==> src/rtl/mult_share_arbiter.sv <==
// Round-robin front end that lends one iterative multiplier core to NREQ clients.
// Optional MSA_ZERO_BYPASS_EN: zero operands skip the core and answer with 0 directly.
module mult_share_arbiter #(
    parameter int NREQ = 4,
    parameter int W    = 8,
    parameter int IDW  = 2
) (
    input  logic              clk,
    input  logic              rst_n,
    input  logic [NREQ-1:0]   req_valid,
    output logic [NREQ-1:0]   req_ready,
    input  logic [NREQ*W-1:0] req_x,
    input  logic [NREQ*W-1:0] req_y,
    output logic [NREQ-1:0]   rsp_valid,
    input  logic [NREQ-1:0]   rsp_ready,
    output logic [2*W-1:0]    rsp_data,
    output logic              mul_start,
    output logic [W-1:0]      mul_x,
    output logic [W-1:0]      mul_y,
    input  logic              mul_done,
    input  logic [2*W-1:0]    mul_result,
    output logic              busy
);

    typedef enum logic [1:0] {
        S_IDLE  = 2'd0,
        S_ISSUE = 2'd1,
        S_WAIT  = 2'd2,
        S_RESP  = 2'd3
    } state_t;

    state_t           state_q, state_d;
    logic [IDW-1:0]   last_q, last_d;
    logic [IDW-1:0]   gnt_q, gnt_d;
    logic [W-1:0]     x_q, x_d;
    logic [W-1:0]     y_q, y_d;
    logic [2*W-1:0]   res_q, res_d;

    logic             found;
    logic [IDW-1:0]   cand;
    logic [IDW-1:0]   gnt_idx;
    logic [W-1:0]     sel_x;
    logic [W-1:0]     sel_y;
    logic [NREQ-1:0]  req_ready_c;

    // Search starts just after the last served requester, wrapping modulo NREQ.
    always_comb begin
        found   = 1'b0;
        cand    = '0;
        gnt_idx = '0;
        for (int k = 1; k <= NREQ; k++) begin
            cand = IDW'((int'(last_q) + k) % NREQ);
            if (!found && req_valid[cand]) begin
                found   = 1'b1;
                gnt_idx = cand;
            end
        end
    end

    assign sel_x = req_x[int'(gnt_idx)*W +: W];
    assign sel_y = req_y[int'(gnt_idx)*W +: W];

    always_comb begin
        state_d     = state_q;
        last_d      = last_q;
        gnt_d       = gnt_q;
        x_d         = x_q;
        y_d         = y_q;
        res_d       = res_q;
        req_ready_c = '0;
        rsp_valid   = '0;
        case (state_q)
            S_IDLE: begin
                if (found) begin
                    req_ready_c[gnt_idx] = 1'b1;
                    gnt_d                = gnt_idx;
                    x_d                  = sel_x;
                    y_d                  = sel_y;
`ifdef MSA_ZERO_BYPASS_EN
                    if (sel_x == '0 || sel_y == '0) begin
                        res_d   = '0;
                        state_d = S_RESP;
                    end else begin
                        state_d = S_ISSUE;
                    end
`else
                    state_d = S_ISSUE;
`endif
                end
            end
            S_ISSUE: state_d = S_WAIT;
            S_WAIT: begin
                if (mul_done) begin
                    res_d   = mul_result;
                    state_d = S_RESP;
                end
            end
            S_RESP: begin
                rsp_valid[gnt_q] = 1'b1;
                // Pointer moves only on a completed response so aborted work keeps its turn.
                if (rsp_ready[gnt_q]) begin
                    last_d  = gnt_q;
                    state_d = S_IDLE;
                end
            end
            default: state_d = S_IDLE;
        endcase
    end

    always_ff @(posedge clk or negedge rst_n) begin
        if (!rst_n) begin
            state_q <= S_IDLE;
            last_q  <= IDW'(NREQ - 1);
            gnt_q   <= '0;
            x_q     <= '0;
            y_q     <= '0;
            res_q   <= '0;
        end else begin
            state_q <= state_d;
            last_q  <= last_d;
            gnt_q   <= gnt_d;
            x_q     <= x_d;
            y_q     <= y_d;
            res_q   <= res_d;
        end
    end

    // Accept strobe is masked during reset so no client sees a phantom grant.
    assign req_ready = rst_n ? req_ready_c : '0;
    assign mul_start = (state_q == S_ISSUE);
    assign mul_x     = x_q;
    assign mul_y     = y_q;
    assign rsp_data  = res_q;
    assign busy      = (state_q != S_IDLE);

endmodule
==> config.mk <==
export PLATFORM = sky130hd
export DESIGN_NAME = mult_share_arbiter
export DESIGN_NICKNAME = d
export VERILOG_FILES = /design/src/rtl/mult_share_arbiter.sv
export SDC_FILE = /design/constraint.sdc
export NUM_CORES = 1
export LEC_CHECK = 0
export CAP_MARGIN = 20
export CORE_UTILIZATION = 43
export CTS_BUF_LIST = sky130_fd_sc_hd__clkbuf_8
export DETAILED_ROUTE_END_ITERATION = 10
export PLACE_DENSITY = 0.91
export SYNTH_ARGS = -nofsm -noshare
export SYNTH_HDL_FRONTEND = slang
export SYNTH_SLANG_ARGS = --single-unit
export TNS_END_PERCENT = 10
==> constraint.sdc <==
create_clock -name clk -period 3.91 [get_ports clk]
set_input_delay 0.391 -clock clk [delete_from_list [all_inputs] [get_ports clk]]
set_output_delay 0.391 -clock clk [all_outputs]
set_load 0.005 [all_outputs]
==> summary.txt <==
TritonCTS Sinks: 38
DR vias: 2,248
Core area: 5200 um2
Number of synthesis warnings: 0
Cell leakage power: 1.55 nW
Row cnt: 26
Layout cells sized above 1: 0.133
Final Cycle Share: 0.771
Prevailing post-synth register cell: dfrtp_1
Slowest CP cell: dfstp_2
Least-Margin Pin Slew: 691 ps
CP Data Arrival Time: 2620 ps
Worst relative slew slack: 0.538
Post-synth ARST share: 1.00
Max FO, Critical Path: 17
Post-route ant nets: 0
Peak supply drop: 0.000429 V
Setup WS post-layout: 897 ps
Max Freq: 332 MHz
EDFF count, synth: 0
Slew Viols, Final: 0
Worst R2R Path Depth: 4
Launch point of the worst reg-to-reg path: last_q[1]
R2R setup slack: 1520 ps
H-tree depth: 2
Synthesis-to-layout area growth: 61.9%
Vias/cell: 5.39
Commonest non-fill, non-tap cell in the layout: clkdlybuf4s50_1
GRT Total Usage: 0.254
RePlAce Congestion: 0.813
# DRC: 0
Setup Fix Bufs, Post-CTS: 0
Total power: 2.45 mW
Die height: 76.1 um
#FFs+latches synth: 38
Crit path launch type: flip-flop
Initial DRC count: 122
Worst path required time: 3520 ps
CTS tree: yes
Pre-CTS WS: 987 ps
Worst Hold Class: primary input to asynchronous set/reset pin
Layout Skew: 8.22 ps
Resized Gates After CTS: 0
DR pass1 iterations: 4
RSZ-0062 raised after global routing: no
WL final: 7.00 mm
Antenna violations before repair: 0
Cell family with most CP delay: flip-flops
Post-Synthesis Cells: 217
Root buf cell: clkbuf_8
Commonest cells after routing, fill and taps aside: clkdlybuf4s50_1 (131), dfrtp_1 (36), nand2_1 (24)
Status: finished, final reports clean
Setup TNS: 0 ps
Die area: 5790 um2
Antenna cells: 0
Nets: 442
Clock Pin Slew Worst Setup and Hold Paths: 80 ps
Seq/Total Area, Yosys: 0.404
Clk_lat worst skew: 300 ps
Die Wd: 76.1 um
Slowest stage delay, CP: 680 ps
CP Depth: 5
Total CTS buffers: 5
CP Capture Type: output port
Port-buffer cells: 132
Mapped Area: 2360 um2
Initial core utilization: 0.453
Crit path cell chain: mux2i_4 > a2bb2oi_4 > nand2_1 > nor3b_1 > clkdlybuf4s50_1
Setup crit start: last_q[1]
Hold Buf Count CTS: 0
Via count of the first global-routing pass: 2,367
Maximum clock path buffer count: 2
Buf+Inv Stages, Crit Path: 1
Hold Violations, Final: 0
Pwr dens: 640 nW/um2
Critical path class: flip-flop to output port
Syn Nets: 313
Maxcap violations: 0
RR Endpoint: mul_y[3]
Largest net degree at the start of global routing: 39
Final setup violating endpoints: 0
DP Wirelength: 5.27 mm
Worst hold slack: 175 ps
Tmin final: 3010 ps
Synth cell types: 37
First-pass GRT wire length: 11.5 mm
Crit path to: req_ready[0]
IO Pins: 133
Per-cell routed wire length: 16.8 um
Grt ovf: 0
Post-synthesis average cell area: 10.9 um2
## through the flow
step,area (um2),std cells,utilization
after floorplan,2360,217,-
after CTS,3820,417,0.734
final,3820,417,0.734
after global routing,3820,417,0.734
after global placement,3680,409,0.708
after detailed placement,3680,409,0.708
## cells in the mapped netlist (all sizes together) (2+ instances only)
library cell	n	area (um2)
o211ai	16	135
dfstp	2	52.6
nor3	4	20.0
nand2	24	90.1
nor2	4	31.3
nor3b	3	22.5
a21oi	2	10.0
nor2b	3	26.3
dfrtp	36	901
nand3	16	80.1
buf	14	114
mux2i	18	193
a211o	16	140
ha	5	62.6
mux2	19	214
o21ai	19	95.1
inv	4	15.0
## worst min-delay path by stage
stage                     slack [ps]       end  startpoint  cells after the start
after floorplan                  100  gnt_q[0]       rst_n                      0
after global placement           470  mul_y[6]    mul_y[6]                      2
after detailed placement         480  mul_y[6]    mul_y[6]                      2
after CTS                        200  mul_x[3]       rst_n                      2
after global routing             220  mul_x[3]       rst_n                      2
final                            170  mul_x[6]       rst_n                      2
## report_power, final
group | total (mW) | internal, mW | leakage (nW) | switching, mW
registers | 0.741 | 0.599 | 0.458 | 0.142
clock network | 0.406 | 0.256 | 0.0683 | 0.150
logic | 1.30 | 0.746 | 1.02 | 0.554
## state kept, by name (all words and copies together) (netlist names)
signal    count
last_q        2
rsp_data     16
mul_y         8
state_q       2
gnt_q         2
mul_x         8
## area by class of cell
type / instances / area [um2]
Clock buffer: 5 / 68.8
Clock inverter: 3 / 68.8
Fill cell: 361 / 1380
Inverter: 4 / 15.0
Multi-Input combinational cell: 160 / 1270
Sequential cell: 38 / 953
Tap cell: 70 / 87.6
Timing Repair Buffer: 137 / 1350
## worst register-to-register path: cells and delay by family, from the launching register on
family	cells	cell delay, ps
AO/OA/AOI/OAI	3	1050
flip-flops	1	680
AND/OR/NAND/NOR	1	570
## per-layer routing
layer / vias up / wire length, um / GRT usage
met5: - / 0 / 0
met1: 1070 / 2780 / 0.289
li1: 1056 / - / -
met2: 108 / 3470 / 0.450
met3: 14 / 592 / 0.0838
met4: 0 / 147 / 0.0750
## logic make-up after synthesis
group                    share of synthesized area
AO/OA/AOI/OAI                                0.205
AND/OR/NAND/NOR                              0.126
adder cells (fa/ha/maj)                     0.0265
flip-flops                                   0.404
buffers and inverters                       0.0562
multiplexers                                 0.182
No activity file was read; power rests on OpenSTA's default activity.
==> variant: new RTL, same settings <==
Change the parameter `IDW` from 2 to 4.
--- a/src/rtl/mult_share_arbiter.sv
+++ b/src/rtl/mult_share_arbiter.sv
@@ -5,3 +5,3 @@
     parameter int W    = 8,
-    parameter int IDW  = 2
+    parameter int IDW  = 4
 ) (
Check against the original RTL: same outputs for any inputs over 4 cycles, from zero or initial values and one cycle with rst_n low; that may be too few to reach the edited logic, so the function may still have changed.
==> variant against the unedited design <==
- area after synthesis down 1.6%
- worst setup slack better by 0.12 ns
- routed wire length up 0.40%
- cell count up 1.2%
- critical path type is now in -> out
- sequential cell count unchanged
- design area down 0.98%
- power down 2.3%
- worst hold slack worse by 0.031 ns
==> variant: results (changes against the unedited design) <==
metric	value	unit	change
post-synthesis mux area share	17.1	%	was 18.2%
vias in the first global route	2373		was 2367
gp weighted congestion	0.843		was 0.813
first-pass GRT wire length	11000	µm	was 11500 µm
largest net degree at the start of global routing	40		was 39
Mapped Avg Cell Area	10.3	µm²	was 10.9 µm²
Iter 0 DRT Violations	81		was 122
Worst IR Drop VDD	0.398	mV	was 0.429 mV
final WL	7030	µm	was 7000 µm
HPWL after DPL	5330	µm	was 5270 µm
Syn Nets	321		was 313
relative slew slack	55.5	%	was 53.8%
share of cells above drive strength 1	11.6	%	was 13.3%
synth cell count leaders	dfrtp_1, nand2_1, mux2_2		was dfrtp_1, nand2_1, mux2_2, mux2i_1
Finished Layout Cells	422		was 417
complex-gate fraction of the synthesized area	20.5	%	about the same
outcome	finished, final reports clean		unchanged
Critical Path AT	2.50	ns	was 2.62 ns
top cells by area, synth	dfrtp_1, mux2_2, mux2i_1		unchanged
synth warn	0		unchanged
via density per instance	5.48		was 5.39
Fillers	405		was 361
Layout Nets	448		was 442
Reg2Reg Setup Slack	1.45	ns	was 1.52 ns
Clock Skew	0.00407	ns	was 0.00822 ns
adder-cell area share of the yosys netlist	2.70	%	was 2.65%
GR Util All Layers	25.5	%	was 25.4%
min cycle time layout	2.89	ns	was 3.01 ns
Main synth FF type	dfrtp_1		unchanged
CTS H-tree lvls	2		unchanged
Worst Hold Class	in -> async		unchanged
Netlist cell types	35		was 37
Reg clk slew, reported paths	0.07	ns	
Pleak	0.00154	µW	was 0.00155 µW
Post-Place Setup Slack	1.02	ns	was 0.987 ns
dpl cells	415		was 409
Seq/Total Area, Yosys	41.1	%	was 40.4%
variant: cell types whose count changed after synthesis, moves of 3 or more:
cell and change:
clkbuf_1 +7, nand3_1 -15, nand4_1 +16, nor3b_1 -3
o211ai_1 +3, o211ai_2 -3, o21a_1 +3, o21ai_0 -5
o21ai_1 -9, o31ai_1 +16
variant: per-layer routing:
| metal | global-route usage, % | vias to the layer above | share of wire [%] |
|---|---|---|---|
| met4 | 8.23 | 0 | 1.3 |
| li1 | - | 1104 | - |
| met5 | 0 | - | 0 |
| met3 | 5.16 | 9 | 4.7 |
| met1 | 30.7 | 1114 | 39 |
| met2 | 45.6 | 87 | 55 |
variant: worst paths after layout:
path	from	to	cells past startpoint
worst min-delay path	rst_n	rsp_data[4]	2
min in group clk	mul_x[7]	mul_x[7]	2
max in group asynchronous	rst_n	last_q[1]	2
worst max register to register	last_q[0]	mul_y[5]	5
worst max-delay path	req_valid[2]	req_ready[0]	6
worst min register to register	mul_x[7]	mul_x[7]	2
variant: kinds of logic (layout without fill, tap and decap cells):
group,after synthesis,after routing
AND/OR/NAND/NOR,60,60
multiplexers,36,36
adder cells (fa/ha/maj),5,5
AO/OA/AOI/OAI,62,62
flip-flops,38,38
buffers and inverters,24,151
variant: critical path, stage by stage:
cell and delay, ns:
clkdlybuf4s50_1 0.53, nand2b_1 0.16, a21o_1 0.47, nand3_1 0.18, nor3_1 0.23, clkdlybuf4s50_1 0.53
variant: metrics by stage:
step	cell area (µm²)	hold slack, ns
5_1_grt	3780	0.205
6_report	3780	0.143
4_1_cts	3780	0.159
3_5_place_dp	3670	0.470
2_1_floorplan	2320	0.0954
3_3_place_gp	3670	0.464
variant: power by group:
part / switching (µW) / internal, µW / total [µW]
Sequential: 133 / 600 / 734
Combinational: 571 / 748 / 1320
Clock: 134 / 204 / 338
variant: layout make-up:
class	instances	area, µm²	share of cell area [%]
tap	70	87.6	2.31
sequential	38	953	25.2
clock buffer	6	82.6	2.18
multi-input combinational	163	1240	32.8
inverter	5	18.8	0.496
clock inverter	1	30.0	0.794
timing repair buffer	139	1370	36.2
